$ cat config.mk
export PLATFORM = sky130hd
export DESIGN_NAME = pipe_skid_reg
export DESIGN_NICKNAME = d
export VERILOG_FILES = /design/src/rtl/pipe_skid_reg.sv
export SDC_FILE = /design/constraint.sdc
export NUM_CORES = 1
export LEC_CHECK = 0
export CELL_PAD_IN_SITES_DETAIL_PLACEMENT = 0
export CELL_PAD_IN_SITES_GLOBAL_PLACEMENT = 1
export CORE_ASPECT_RATIO = 1.25
export CORE_MARGIN = 2
export CORE_UTILIZATION = 36
export DETAILED_ROUTE_END_ITERATION = 8
export PLACE_DENSITY = 0.78
export REMOVE_ABC_BUFFERS = 1
export SLEW_MARGIN = 20
export SYNTH_ARGS = -nofsm -noshare
export SYNTH_HDL_FRONTEND = slang
export SYNTH_SLANG_ARGS = --single-unit
$ cat constraint.sdc
create_clock -name clk_i -period 1.7 [get_ports clk_i]
set_input_delay 0.51 -clock clk_i [delete_from_list [all_inputs] [get_ports clk_i]]
set_output_delay 0.51 -clock clk_i [all_outputs]
set_load 0.02 [all_outputs]
$ cat src/rtl/pipe_skid_reg.sv
// Pipeline stage register with optional two-entry skid, stall freeze and bubble insertion.
// Latency 1 cycle; in_ready_o is registered-state based when SKID_EN=1, stall/bubble block input.
module pipe_skid_reg #(
    parameter int                DATA_W     = 148,
    parameter logic [DATA_W-1:0] BUBBLE_VAL = '0,
    parameter int                SKID_EN    = 1
) (
    input  logic              clk_i,
    input  logic              rstn_i,
    input  logic              stall_i,
    input  logic              bubble_i,
    input  logic              in_valid_i,
    output logic              in_ready_o,
    input  logic [DATA_W-1:0] in_data_i,
    output logic              out_valid_o,
    input  logic              out_ready_i,
    output logic [DATA_W-1:0] out_data_o,
    output logic              out_bubble_o,
    output logic [1:0]        occ_o
);

    // Encoding equals the entry count so occ_o is a straight copy of the state.
    localparam logic [1:0] EMPTY = 2'd0;
    localparam logic [1:0] ONE   = 2'd1;
    localparam logic [1:0] FULL  = 2'd2;

    logic [1:0]        state_q, state_d;
    logic [DATA_W-1:0] m_q, m_d;
    logic [DATA_W-1:0] s_q, s_d;
    logic              bub_q, bub_d;
    logic              in_block;
    logic              push;
    logic              pop;

    always_comb begin
        if (SKID_EN != 0) begin
            in_block = (state_q == FULL);
        end else begin
            in_block = (state_q != EMPTY) & ~out_ready_i;
        end
    end

    // rstn_i gates ready so nothing is offered as accepted while reset is held.
    assign in_ready_o   = rstn_i & ~in_block & ~stall_i & ~bubble_i;
    assign out_valid_o  = (state_q != EMPTY) & ~stall_i;
    assign push         = in_valid_i & in_ready_o;
    assign pop          = out_valid_o & out_ready_i;
    assign out_data_o   = m_q;
    assign out_bubble_o = bub_q;
    assign occ_o        = state_q;

    always_comb begin
        state_d = state_q;
        m_d     = m_q;
        s_d     = s_q;
        bub_d   = bub_q;
        if (!stall_i) begin
            if (bubble_i) begin
                m_d     = BUBBLE_VAL;
                bub_d   = 1'b1;
                state_d = ONE;
            end else begin
                case (state_q)
                    EMPTY: begin
                        if (push) begin
                            m_d     = in_data_i;
                            bub_d   = 1'b0;
                            state_d = ONE;
                        end
                    end
                    ONE: begin
                        if (push && pop) begin
                            m_d   = in_data_i;
                            bub_d = 1'b0;
                        end else if (push && (SKID_EN != 0)) begin
                            s_d     = in_data_i;
                            state_d = FULL;
                        end else if (pop) begin
                            state_d = EMPTY;
                        end
                    end
                    FULL: begin
                        if (pop) begin
                            m_d     = s_q;
                            bub_d   = 1'b0;
                            state_d = ONE;
                        end
                    end
                    default: state_d = EMPTY;
                endcase
            end
        end
    end

    always_ff @(posedge clk_i or negedge rstn_i) begin
        if (!rstn_i) begin
            state_q <= EMPTY;
            m_q     <= '0;
            s_q     <= '0;
            bub_q   <= 1'b0;
        end else begin
            state_q <= state_d;
            m_q     <= m_d;
            s_q     <= s_d;
            bub_q   <= bub_d;
        end
    end

endmodule

==> impl_metrics.py <==
metrics = {
    "detailed_routing": {
        "drtAntennaViolNets": 0,
        "avgRoutedWirePerCell_um": 19.7,
        "detail_route.iter0.violations": 477,
        "routed_via_density": 4.96,
        "dr_total_vias": 10062,
        "drc": 0,
        "wl_um": 39900,
        "drt_pass1_iterations": 5,
    },
    "floorplan": {
        "initial_core_util": 0.363,
        "design.core.area_um2": 37900,
        "dieHeight_um": 223,
        "pin_count": 307,
        "fp-row-count": 80,
        "die_area_um2": 39800,
        "die_w_um": 179,
    },
    "logic_synthesis": {
        "synth.largest_area_cell": "sky130_fd_sc_hd__dfrtp_1",
        "asyncSetResetFlopFracSynth": 1.00,
        "synth.yosys.seq_area_share": 0.544,
        "netlist.area_leader.share": 0.544,
        "synth_flop_cell": "sky130_fd_sc_hd__dfrtp_1",
        "postSynthCellCount": 1147,
        "synth_seq_cells": 299,
        "post_synth_main_area_contributors": "sky130_fd_sc_hd__dfrtp_1, sky130_fd_sc_hd__mux2_2, sky130_fd_sc_hd__mux2_4",
        "avgSynthCellArea_um2": 12.0,
        "syn_area_um2": 13800,
        "synth_enable_flop_cells": 0,
        "ys_types": 28,
        "synth_warnings": 0,
    },
    "timing": {
        "layout_min_cycle_time_ns": 2.04,
        "slew_limit_fails": 0,
        "post-route-worst-setup-slack_ns": -0.341,
        "finalHoldViolCount": 0,
        "rsz0062_at_grt": "true",
        "worst_hold_slack_ns": 0.135,
        "timing.fmax_mhz": 490,
        "timing.final.setup_violations": 301,
        "final.setup_skew_ns": 0.0111,
        "worst-slew-pin-transition_ns": 0.897,
        "slew-limit-headroom": 0.402,
        "layout_worst_path_cycle_share": 1.20,
    },
    "power": {
        "power_density_nw_per_um2": 1220,
        "ir_worst_vdd_uv": 720,
        "power.leakage_uw": 0.00915,
    },
    "worst_setup_path": {
        "worst-endpoint-arrival_ns": 2.44,
        "crit_path_frequent_cell": "sky130_fd_sc_hd__buf_6",
        "cp_top_family": "buffers and inverters",
        "crit_slowest_cell": "sky130_fd_sc_hd__dfrtp_2",
        "worstPathCellList": "and4bb_2 > buf_4 > buf_6 > buf_6 > nand3_4 > buf_12 > clkbuf_16 > mux2_2",
        "worstPathBufferInverterCount": 5,
        "criticalPathCategory": "flip-flop to flip-flop",
        "worst-endpoint-required_ns": 2.10,
        "critical_path_peak_fanout": 8,
        "critPathLaunchType": "flip-flop",
        "cp_slowest_stage_delay_ns": 0.44,
        "r2r_slack_ns": -0.34,
        "critPathCaptureType": "flip-flop",
    },
    "cts": {
        "clkLatencyLatePin_ns": 0.51,
        "clock_sink_count": 299,
        "htreeDepth": 2,
        "cts_tree": "built",
        "clockBufferDepth": 3,
        "clkSlewWorstSetupHoldPaths_ns": 0.06,
        "clk_root_buffer_cell": "sky130_fd_sc_hd__clkbuf_16",
        "tritoncts.num_buffers": 34,
    },
    "placed_design": {
        "globalplace.congestion": 0.799,
        "dpl.hpwl_um": 24000,
        "dp_cells": 1920,
        "numPortBuffers": 306,
    },
    "grt": {
        "grt_overflow_total": 0,
        "first_global_vias": 10399,
        "grt_max_degree": 141,
        "global_route_wire_length_before_repair_um": 59000,
        "grt_antenna_before_repair": 9,
        "globalRouteTotalUtil": 0.189,
    },
    "worst_hold_path": {
        "min-delay-path-class": "input pin to async pin",
    },
    "finish": {
        "instances_no_fill": 2027,
        "n_fill_cell": 3261,
        "final_layout_size_suffix_gt1_frac": 0.399,
        "areaGrowthSynthToFinish_pct": 42.2,
        "finalNetCount": 1657,
    },
    "outcome": {
        "run_status": "complete, but fails checks",
        "violations": "setup timing",
    },
    "run": {
        "max-cap-violations": 0,
    },
}
through the flow:
step	TNS, ns	util	cell area (µm²)	setup WS, ns	power [µW]
2_1_floorplan	-1447.60	-	13200	-5.69	13400
3_3_place_gp	-206.13	0.464	17600	-0.796	16000
3_5_place_dp	-211.88	0.464	17600	-0.840	16200
4_1_cts	-67.71	0.501	19000	-0.348	23700
5_1_grt	-103.42	0.516	19600	-0.390	24900
6_report	-87.72	0.516	19600	-0.341	23800
layout make-up:
cell class | instances | area, µm² | share of cell area
Antenna cell | 9 | 22.5 | 0.00115
Clock buffer | 50 | 1010 | 0.0519
Clock inverter | 9 | 129 | 0.00659
Inverter | 2 | 7.51 | 0.000384
Multi-Input combinational cell | 763 | 5930 | 0.303
Sequential cell | 299 | 7480 | 0.383
Tap cell | 492 | 616 | 0.0315
Timing Repair Buffer | 403 | 4360 | 0.223
repair_timing:
| item | CTS | global route |
|---|---|---|
| gates cloned | 7 | 11 |
| setup endpoints to repair | 448 | 350 |
| endpoints found under the hold margin | 21 | 0 |
| pin swaps | 3 | 7 |
| buffers inserted | 16 | 6 |
| gates resized for setup | 593 | 67 |
| hold buffers | 1 | 0 |
per-layer routing:
layer / part of all wire / vias to the layer above / GRT usage / wire length (µm)
met1: 0.39 / 5099 / 0.228 / 15700
met4: 0.044 / 0 / 0.0839 / 1740
met5: 0 / - / 0 / 0
li1: - / 4626 / - / -
met2: 0.52 / 258 / 0.329 / 20600
met3: 0.044 / 79 / 0.0299 / 1750
registers in the layout, indices dropped and copies added (netlist names):
| signal | flops |
|---|---|
| out_bubble_o | 1 |
| out_data_o | 148 |
| s_q | 148 |
| occ_o | 2 |
worst paths after layout:
check,start,to,cells past startpoint
worst max-delay path,occ_o[1],s_q[32],8
worst min-delay path,rstn_i,out_bubble_o,3
worst max register to register,occ_o[1],s_q[32],8
worst min register to register,s_q[118],s_q[118],1
max in group asynchronous,rstn_i,out_data_o[72],3
min in group clk_i,bubble_i,occ_o[1],4
placed cells by master, fill, tap and decap left out, types with 2 or more instances in the layout:
| master | instances |
|---|---|
| sky130_fd_sc_hd__clkinv_2 | 3 |
| sky130_fd_sc_hd__clkdlybuf4s15_2 | 79 |
| sky130_fd_sc_hd__diode_2 | 9 |
| sky130_fd_sc_hd__mux2_2 | 158 |
| sky130_fd_sc_hd__a21oi_1 | 148 |
| sky130_fd_sc_hd__dfrtp_1 | 297 |
| sky130_fd_sc_hd__buf_2 | 70 |
| sky130_fd_sc_hd__mux2_4 | 137 |
| sky130_fd_sc_hd__buf_4 | 30 |
| sky130_fd_sc_hd__clkinvlp_4 | 2 |
| sky130_fd_sc_hd__nand2_1 | 297 |
| sky130_fd_sc_hd__inv_1 | 2 |
| sky130_fd_sc_hd__bufinv_16 | 3 |
| sky130_fd_sc_hd__clkdlybuf4s50_1 | 149 |
| sky130_fd_sc_hd__o21ai_0 | 2 |
| sky130_fd_sc_hd__buf_12 | 18 |
| sky130_fd_sc_hd__nand2b_4 | 2 |
| sky130_fd_sc_hd__nor2_1 | 2 |
| sky130_fd_sc_hd__buf_8 | 19 |
| sky130_fd_sc_hd__clkbuf_8 | 4 |
| sky130_fd_sc_hd__dfrtp_2 | 2 |
| sky130_fd_sc_hd__clkbuf_16 | 46 |
| sky130_fd_sc_hd__buf_16 | 13 |
| sky130_fd_sc_hd__clkbuf_1 | 9 |
| sky130_fd_sc_hd__dlygate4sd2_1 | 2 |
| sky130_fd_sc_hd__buf_6 | 13 |
cell families after synthesis:
group,Yosys count,synth area share
multiplexers,296,0.270
AND/OR/NAND/NOR,311,0.0870
flip-flops,299,0.544
buffers and inverters,85,0.0401
AO/OA/AOI/OAI,156,0.0595
cells in the mapped netlist, types with 2 or more instances:
| library cell | number |
|---|---|
| sky130_fd_sc_hd__dfrtp_1 | 299 |
| sky130_fd_sc_hd__nand2_1 | 298 |
| sky130_fd_sc_hd__mux2_2 | 187 |
| sky130_fd_sc_hd__a21oi_1 | 148 |
| sky130_fd_sc_hd__mux2_4 | 100 |
| sky130_fd_sc_hd__clkbuf_1 | 33 |
| sky130_fd_sc_hd__buf_2 | 32 |
| sky130_fd_sc_hd__buf_12 | 10 |
| sky130_fd_sc_hd__mux2_1 | 9 |
| sky130_fd_sc_hd__buf_1 | 4 |
| sky130_fd_sc_hd__nand2b_1 | 3 |
| sky130_fd_sc_hd__nor2_1 | 3 |
| sky130_fd_sc_hd__buf_6 | 2 |
| sky130_fd_sc_hd__inv_1 | 2 |
| sky130_fd_sc_hd__nand3_1 | 2 |
| sky130_fd_sc_hd__nor2b_1 | 2 |
| sky130_fd_sc_hd__o21ai_0 | 2 |
tightest hold or removal path: stages:
cell and delay [ns]:
sky130_fd_sc_hd__buf_8 0.09, sky130_fd_sc_hd__buf_4 0.13, sky130_fd_sc_hd__buf_12 0.41
power breakdown:
group | switching [µW] | internal, µW | total (µW)
registers | 1050 | 9000 | 10100
logic | 2680 | 3510 | 6180
clock network | 2950 | 4600 | 7550
total | 6680 | 17100 | 23800
Power figures use the tool's default switching activity.
